<file path="src/rtl/seg7_capture_decode_if.sv">
// Bundles the seven active-low segment lines and the decoded result of seg7_capture_decode.
// The display side drives the segments, and the decoder (slave) returns BCD, valid, blank and err.
interface seg7_capture_decode_if;
    logic       s0;
    logic       s1;
    logic       s2;
    logic       s3;
    logic       s4;
    logic       s5;
    logic       s6;
    logic [2:0] BCD;
    logic       valid;
    logic       blank;
    logic       err;

    modport master (
        output s0, s1, s2, s3, s4, s5, s6,
        input  BCD, valid, blank, err
    );

    modport slave (
        input  s0, s1, s2, s3, s4, s5, s6,
        output BCD, valid, blank, err
    );
endinterface

</file>
<file path="src/rtl/seg7_capture_decode.sv">
// Recovers the 3-bit digit from smallCALC's active-low 7-segment lines once the
// synchronised pattern has held for STABLE_CYCLES clocks, and flags blank and illegal patterns.
module seg7_capture_decode #(
    parameter int unsigned STABLE_CYCLES = 4,
    parameter int unsigned CW            = 8
) (
    input  logic                  clk,
    input  logic                  rst_n,
    seg7_capture_decode_if.slave  bus
);

    typedef enum logic [1:0] {
        ST_BLANK,
        ST_SETTLE,
        ST_LOCKED,
        ST_BAD
    } state_t;

    typedef enum logic [1:0] {
        K_DIGIT,
        K_BLANK,
        K_ILLEGAL
    } kind_t;

    typedef struct packed {
        kind_t      kind;
        logic [2:0] digit;
    } decode_t;

    localparam logic [CW-1:0] LP_STABLE = CW'(STABLE_CYCLES);
    localparam logic [CW-1:0] LP_LAST   = CW'(STABLE_CYCLES - 1);
    localparam logic [6:0]    LP_OFF    = 7'h7F;

    function automatic decode_t f_decode(input logic [6:0] seg);
        decode_t d;
        d.kind  = K_DIGIT;
        d.digit = 3'd0;
        unique case (seg)
            7'b0001000: d.digit = 3'd0;
            7'b1101101: d.digit = 3'd1;
            7'b0100010: d.digit = 3'd2;
            7'b0100100: d.digit = 3'd3;
            7'b1000101: d.digit = 3'd4;
            7'b0010100: d.digit = 3'd5;
            7'b0010000: d.digit = 3'd6;
            7'b0101101: d.digit = 3'd7;
            7'b1111111: d.kind  = K_BLANK;
            default:    d.kind  = K_ILLEGAL;
        endcase
        return d;
    endfunction

    logic [6:0]    w_seg_in;
    logic [6:0]    r_sync1;
    logic [6:0]    r_seg_s;
    logic [CW-1:0] r_cnt;
    logic          w_chg;
    logic          w_accept;
    decode_t       w_dec;

    state_t        r_state;
    state_t        w_state_nxt;
    logic [2:0]    r_bcd;
    logic [2:0]    w_bcd_nxt;
    logic          r_valid;
    logic          w_valid_nxt;
    logic          r_blank;
    logic          w_blank_nxt;
    logic          r_err;
    logic          w_err_nxt;

    assign w_seg_in = {bus.s6, bus.s5, bus.s4, bus.s3, bus.s2, bus.s1, bus.s0};

    // Two-flop synchroniser; the lines may be asynchronous to clk.
    always_ff @(posedge clk or negedge rst_n) begin
        if (!rst_n) begin
            r_sync1 <= LP_OFF;
            r_seg_s <= LP_OFF;
        end else begin
            r_sync1 <= w_seg_in;
            r_seg_s <= r_sync1;
        end
    end

    // The change is seen on the same edge that seg_s takes its new value, so the
    // count restarts there and acceptance lands STABLE_CYCLES edges later.
    assign w_chg    = (r_sync1 != r_seg_s);
    assign w_accept = !w_chg && (r_cnt == LP_LAST);
    assign w_dec    = f_decode(r_seg_s);

    always_ff @(posedge clk or negedge rst_n) begin
        if (!rst_n) begin
            r_cnt <= '0;
        end else if (w_chg) begin
            r_cnt <= '0;
        end else if (r_cnt != LP_STABLE) begin
            r_cnt <= r_cnt + CW'(1);
        end
    end

    always_ff @(posedge clk or negedge rst_n) begin
        if (!rst_n) begin
            r_state <= ST_BLANK;
            r_bcd   <= 3'd0;
            r_valid <= 1'b0;
            r_blank <= 1'b1;
            r_err   <= 1'b0;
        end else begin
            r_state <= w_state_nxt;
            r_bcd   <= w_bcd_nxt;
            r_valid <= w_valid_nxt;
            r_blank <= w_blank_nxt;
            r_err   <= w_err_nxt;
        end
    end

    // Only SETTLE can accept; the saturated counter keeps it to one acceptance per run.
    always_comb begin
        w_state_nxt = r_state;
        w_bcd_nxt   = r_bcd;
        w_valid_nxt = 1'b0;
        w_blank_nxt = r_blank;
        w_err_nxt   = r_err;
        if (w_chg) begin
            w_state_nxt = ST_SETTLE;
        end else if ((r_state == ST_SETTLE) && w_accept) begin
            unique case (w_dec.kind)
                K_DIGIT: begin
                    w_state_nxt = ST_LOCKED;
                    w_bcd_nxt   = w_dec.digit;
                    w_valid_nxt = 1'b1;
                    w_blank_nxt = 1'b0;
                    w_err_nxt   = 1'b0;
                end
                K_BLANK: begin
                    w_state_nxt = ST_BLANK;
                    w_blank_nxt = 1'b1;
                    w_err_nxt   = 1'b0;
                end
                default: begin
                    w_state_nxt = ST_BAD;
                    w_blank_nxt = 1'b0;
                    w_err_nxt   = 1'b1;
                end
            endcase
        end
    end

    assign bus.BCD   = r_bcd;
    assign bus.valid = r_valid;
    assign bus.blank = r_blank;
    assign bus.err   = r_err;

endmodule

</file>
<file path="src/flat_wrapper.sv">
// flat-port wrapper written by rule: the top's interface ports become plain ports
module seg7_capture_decode_flat 
#(
    parameter int unsigned STABLE_CYCLES = 4,
    parameter int unsigned CW            = 8
)
  (clk, rst_n, bus_s0, bus_s1, bus_s2, bus_s3, bus_s4, bus_s5, bus_s6, bus_BCD, bus_valid, bus_blank, bus_err);
  seg7_capture_decode_if bus_i ();
  input  logic clk;
  input  logic rst_n;
  input wire logic [$bits(bus_i.s0)-1:0] bus_s0;
  input wire logic [$bits(bus_i.s1)-1:0] bus_s1;
  input wire logic [$bits(bus_i.s2)-1:0] bus_s2;
  input wire logic [$bits(bus_i.s3)-1:0] bus_s3;
  input wire logic [$bits(bus_i.s4)-1:0] bus_s4;
  input wire logic [$bits(bus_i.s5)-1:0] bus_s5;
  input wire logic [$bits(bus_i.s6)-1:0] bus_s6;
  output wire logic [$bits(bus_i.BCD)-1:0] bus_BCD;
  output wire logic [$bits(bus_i.valid)-1:0] bus_valid;
  output wire logic [$bits(bus_i.blank)-1:0] bus_blank;
  output wire logic [$bits(bus_i.err)-1:0] bus_err;
  assign bus_i.s0 = bus_s0;
  assign bus_i.s1 = bus_s1;
  assign bus_i.s2 = bus_s2;
  assign bus_i.s3 = bus_s3;
  assign bus_i.s4 = bus_s4;
  assign bus_i.s5 = bus_s5;
  assign bus_i.s6 = bus_s6;
  assign bus_BCD = bus_i.BCD;
  assign bus_valid = bus_i.valid;
  assign bus_blank = bus_i.blank;
  assign bus_err = bus_i.err;
  seg7_capture_decode #(.STABLE_CYCLES(STABLE_CYCLES), .CW(CW)) u_core (.clk(clk), .rst_n(rst_n), .bus(bus_i));
endmodule
</file>
<file path="config.mk">
export PLATFORM = sky130hd
export DESIGN_NAME = seg7_capture_decode_flat
export DESIGN_NICKNAME = d
export VERILOG_FILES = /design/src/rtl/seg7_capture_decode_if.sv /design/src/rtl/seg7_capture_decode.sv /design/src/flat_wrapper.sv
export SDC_FILE = /design/constraint.sdc
export NUM_CORES = 1
export LEC_CHECK = 0
export BUFFER_PORTS_ARGS = -buffer_cell sky130_fd_sc_hd__buf_2
export CORE_UTILIZATION = 57
export DETAILED_ROUTE_END_ITERATION = 8
export PLACE_DENSITY = 0.74
export SYNTH_ARGS = -nofsm -noshare
export SYNTH_HDL_FRONTEND = slang
export SYNTH_SLANG_ARGS = --single-unit
</file>
<file path="constraint.sdc">
create_clock -name clk -period 2.35 [get_ports clk]
set_input_delay 0.235 -clock clk [delete_from_list [all_inputs] [get_ports clk]]
set_output_delay 0.235 -clock clk [all_outputs]
set_load 0.01 [all_outputs]
</file>
==> metrics.txt <==
# TYPE chip_impl_metric gauge
chip_impl_info{name="outcome",value="completed"} 1
chip_impl_metric{name="grt.total_usage",unit=""} 0.2280
chip_impl_metric{name="avgRoutedWirePerCell",unit="um"} 13.76
chip_impl_metric{name="layout.area.seq",unit="um^2"} 769.5
chip_impl_metric{name="synth_adder_area_share",unit=""} 0.01753
chip_impl_metric{name="placementRows",unit=""} 17
chip_impl_metric{name="drc",unit=""} 0
chip_impl_metric{name="syn-mean-instance-area",unit="um^2"} 10.98
chip_impl_info{name="cts_tree",value="done"} 1
chip_impl_metric{name="ys_seq_area_frac",unit=""} 0.5390
chip_impl_metric{name="port_buffers",unit=""} 14
chip_impl_metric{name="postSynthCellCount",unit=""} 130
chip_impl_metric{name="antenna_found_initial",unit=""} 0
chip_impl_metric{name="post-route-min-period",unit="ps"} 2161
chip_impl_metric{name="firstDrtPassIters",unit=""} 4
chip_impl_metric{name="finalNetCount",unit=""} 164
chip_impl_metric{name="cap_violations",unit=""} 0
chip_impl_metric{name="gp_congestion",unit=""} 0.8575
chip_impl_metric{name="die_area",unit="um^2"} 2709
chip_impl_metric{name="die_height",unit="um"} 52.05
chip_impl_metric{name="setup_viol_count_final",unit=""} 0
chip_impl_metric{name="antenna_cells",unit=""} 0
chip_impl_metric{name="netlist_area",unit="um^2"} 1428
chip_impl_metric{name="vias",unit=""} 985
chip_impl_metric{name="drive_above_1_share",unit=""} 0.2857
chip_impl_info{name="setup_repair_after_global_routing_missed_its_margin",value="no"} 1
chip_impl_metric{name="clock-skew-final",unit="ps"} 7.608
chip_impl_info{name="synth_top_family_by_area",value="simple AND/OR/NAND/NOR gates"} 1
chip_impl_info{name="hp-class",value="flip-flop to flip-flop"} 1
chip_impl_metric{name="fin_hold_ws",unit="ps"} 371.8
chip_impl_metric{name="tritoncts.num_buffers",unit=""} 5
chip_impl_metric{name="grt_first_pass_wirelength",unit="mm"} 4.202
chip_impl_metric{name="yosysWarnings",unit=""} 0
chip_impl_metric{name="cp_max_fo",unit=""} 9
chip_impl_info{name="root_buffer",value="clkbuf_4"} 1
chip_impl_metric{name="clk_path_buf_depth",unit=""} 2
chip_impl_metric{name="synth_compound_area_frac",unit=""} 0.08940
chip_impl_metric{name="viasPerCell",unit=""} 5.412
chip_impl_metric{name="initial_core_util",unit=""} 0.6273
chip_impl_metric{name="floorplan.die.width",unit="um"} 52.05
chip_impl_metric{name="final_core_util",unit=""} 0.7251
chip_impl_metric{name="fin_total_pwr",unit="uW"} 930.4
chip_impl_info{name="leading_cell_types_in_the_layout_fill_and_taps_excluded",value="dfrtp_1 (15), dfstp_2 (15), buf_2 (14), nor2_1 (12)"} 1
chip_impl_metric{name="multiInputGateArea",unit="um^2"} 609.3
chip_impl_metric{name="fp.coreArea",unit="um^2"} 2276
chip_impl_metric{name="post_synth_xor_area_fraction",unit=""} 0.09202
chip_impl_info{name="worst-setup-path-type",value="flip-flop to flip-flop"} 1
chip_impl_metric{name="achievable-frequency",unit="MHz"} 462.8
chip_impl_metric{name="power_per_cell_area",unit="nW/um^2"} 563.8
chip_impl_metric{name="syn_nets",unit=""} 141
chip_impl_metric{name="timing.critical_path.arrival",unit="ps"} 2370
chip_impl_metric{name="cts_sinks",unit=""} 30
chip_impl_metric{name="max_slew_margin",unit=""} 0.5675
chip_impl_metric{name="yosys_register_bits",unit=""} 30
chip_impl_metric{name="cts.clk_slew.worst_paths",unit="ps"} 90
chip_impl_metric{name="design.portCount",unit=""} 15
chip_impl_info{name="critPathCaptureType",value="flip-flop"} 1
chip_impl_metric{name="total_count_of_hold_check_failures_in_the_final_report",unit=""} 0
chip_impl_metric{name="maximum_number_of_pins_on_one_net_before_global_route_repair",unit=""} 31
chip_impl_metric{name="cts-htree-levels",unit=""} 2
chip_impl_metric{name="detail_route.wirelength",unit="mm"} 2.505
chip_impl_info{name="critical_path.startpoint_type",value="flip-flop"} 1
chip_impl_metric{name="final_min_period_over_clock_period",unit=""} 0.9195
chip_impl_metric{name="dp_hpwl",unit="mm"} 1.772
chip_impl_metric{name="timing_worst_slew_pin_value",unit="ps"} 648.7
chip_impl_metric{name="report.final.slew_viol_count",unit=""} 0
chip_impl_metric{name="clkLatencyLatePin",unit="ps"} 320
chip_impl_metric{name="fillers",unit=""} 160
chip_impl_metric{name="drt_first_iter_violations",unit=""} 22
chip_impl_metric{name="post_synth_num_cell_types",unit=""} 37
chip_impl_metric{name="max-vdd-ir-drop",unit="V"} 0.0004955
chip_impl_metric{name="muxShareOfSynthArea",unit=""} 0.02366
chip_impl_metric{name="fin_setup_tns",unit="ps"} 0
chip_impl_metric{name="area_delta_synth_final",unit="%"} 15.60
chip_impl_metric{name="power_leakage",unit="nW"} 0.6958
chip_impl_metric{name="via_count_of_the_first_global_routing_pass",unit=""} 927
chip_impl_metric{name="globalRoute.totalOverflow",unit=""} 0
chip_impl_metric{name="postRouteAntennaNets",unit=""} 0
chip_impl_metric{name="area_share_of_and_or_nand_nor_cells_after_synthesis",unit=""} 0.2042
chip_impl_metric{name="cp.required",unit="ps"} 2560
-- registers in the layout (all words and copies together), names as in the netlist --
name,cells
u_core.r_cnt,8
u_core.r_seg_s,7
u_core.r_sync1,7
u_core.bus.BCD,3
u_core.r_state,2
u_core.bus.blank,1
u_core.bus.err,1
u_core.bus.valid,1
-- final cells by class --
class	instances	area share
well taps	28	0.02123
repair buffers	23	0.09553
inverters	5	0.01137
clock inverters	1	0.003033
clock buffers	7	0.03336
multi-input cells	88	0.3692
flip-flops and latches	30	0.4663
-- power breakdown --
group / internal (mW) / switching (mW)
Clock: 0.145 / 0.162
Combinational: 0.0333 / 0.0311
Sequential: 0.539 / 0.0196
-- cells by family after synthesis --
kind of cell | after synthesis
simple gates | 50
flops | 30
compound gates | 18
xor+xnor | 15
buf+inv | 12
mux | 3
fa+ha+maj | 2
-- critical path, cell delays in order, from the launching register on --
cell,delay [ps]
dfstp_2,640
xnor2_1,140
nand2_1,110
or3_1,470
a211oi_2,330
mux2_2,370
-- Yosys cell counts, drive strengths merged --
cell type,instances,area share
a211oi,1,0.0088
a21oi,4,0.014
a32o,1,0.0070
a32oi,2,0.012
and2b,1,0.0053
and3,2,0.0096
and3b,1,0.0061
buf,3,0.011
clkbuf,4,0.011
dfrtp,15,0.26
dfstp,15,0.28
ha,2,0.018
inv,5,0.013
mux2,3,0.024
nand2,6,0.016
nand2b,3,0.013
nand3,9,0.032
nand3b,2,0.011
nand4,2,0.0088
nand4b,1,0.0061
nor2,12,0.032
nor2b,1,0.0044
nor3,3,0.011
nor4,3,0.024
nor4b,1,0.0061
o21a,2,0.011
o21ai,3,0.011
o22ai,1,0.0044
o31ai,3,0.016
o32ai,1,0.0061
or3,1,0.0044
or4b,2,0.017
xnor2,9,0.055
xor2,6,0.037
-- stage by stage --
stage / worst slack [ps] / std cells / area [um^2]
floorplan: 246.8 / 130 / 1428
global placement: 301.8 / 166 / 1510
detailed placement: 224.9 / 166 / 1510
CTS: 209.3 / 182 / 1650
global route: 93.88 / 182 / 1650
finish: 189.1 / 182 / 1650
-- worst paths after layout --
check / from / endpoint / slack, ps / cells after the start
setup reg to reg: u_core.r_seg_s[0]$_DFF_PN1_ / u_core.bus.BCD[1]$_DFFE_PN0P_ / 190 / 5
hold / removal: u_core.r_sync1[3]$_DFF_PN1_ / u_core.r_seg_s[3]$_DFF_PN1_ / 370 / 0
max in group asynchronous: rst_n / u_core.r_cnt[0]$_DFFE_PN0P_ / 1450 / 2
setup / recovery: u_core.r_seg_s[0]$_DFF_PN1_ / u_core.bus.BCD[1]$_DFFE_PN0P_ / 190 / 5
min in group asynchronous: rst_n / u_core.r_state[1]$_DFFE_PN0P_ / 480 / 2
hold reg to reg: u_core.r_sync1[3]$_DFF_PN1_ / u_core.r_seg_s[3]$_DFF_PN1_ / 370 / 0
-- routing by layer --
metal	routed length (um)	track usage	share of wire
met4	36	0.1081	0.014
met1	1245	0.2896	0.50
met5	0	0	0
met2	1116	0.3397	0.45
met3	106	0.08772	0.042
-- what timing repair did --
item | CTS | global route
setup buffers | 0 | 0
endpoints found under the hold margin | 22 | 0
gates resized for setup | 0 | 0
hold buffers | 8 | 0
No activity file was read; power rests on OpenSTA's default activity.
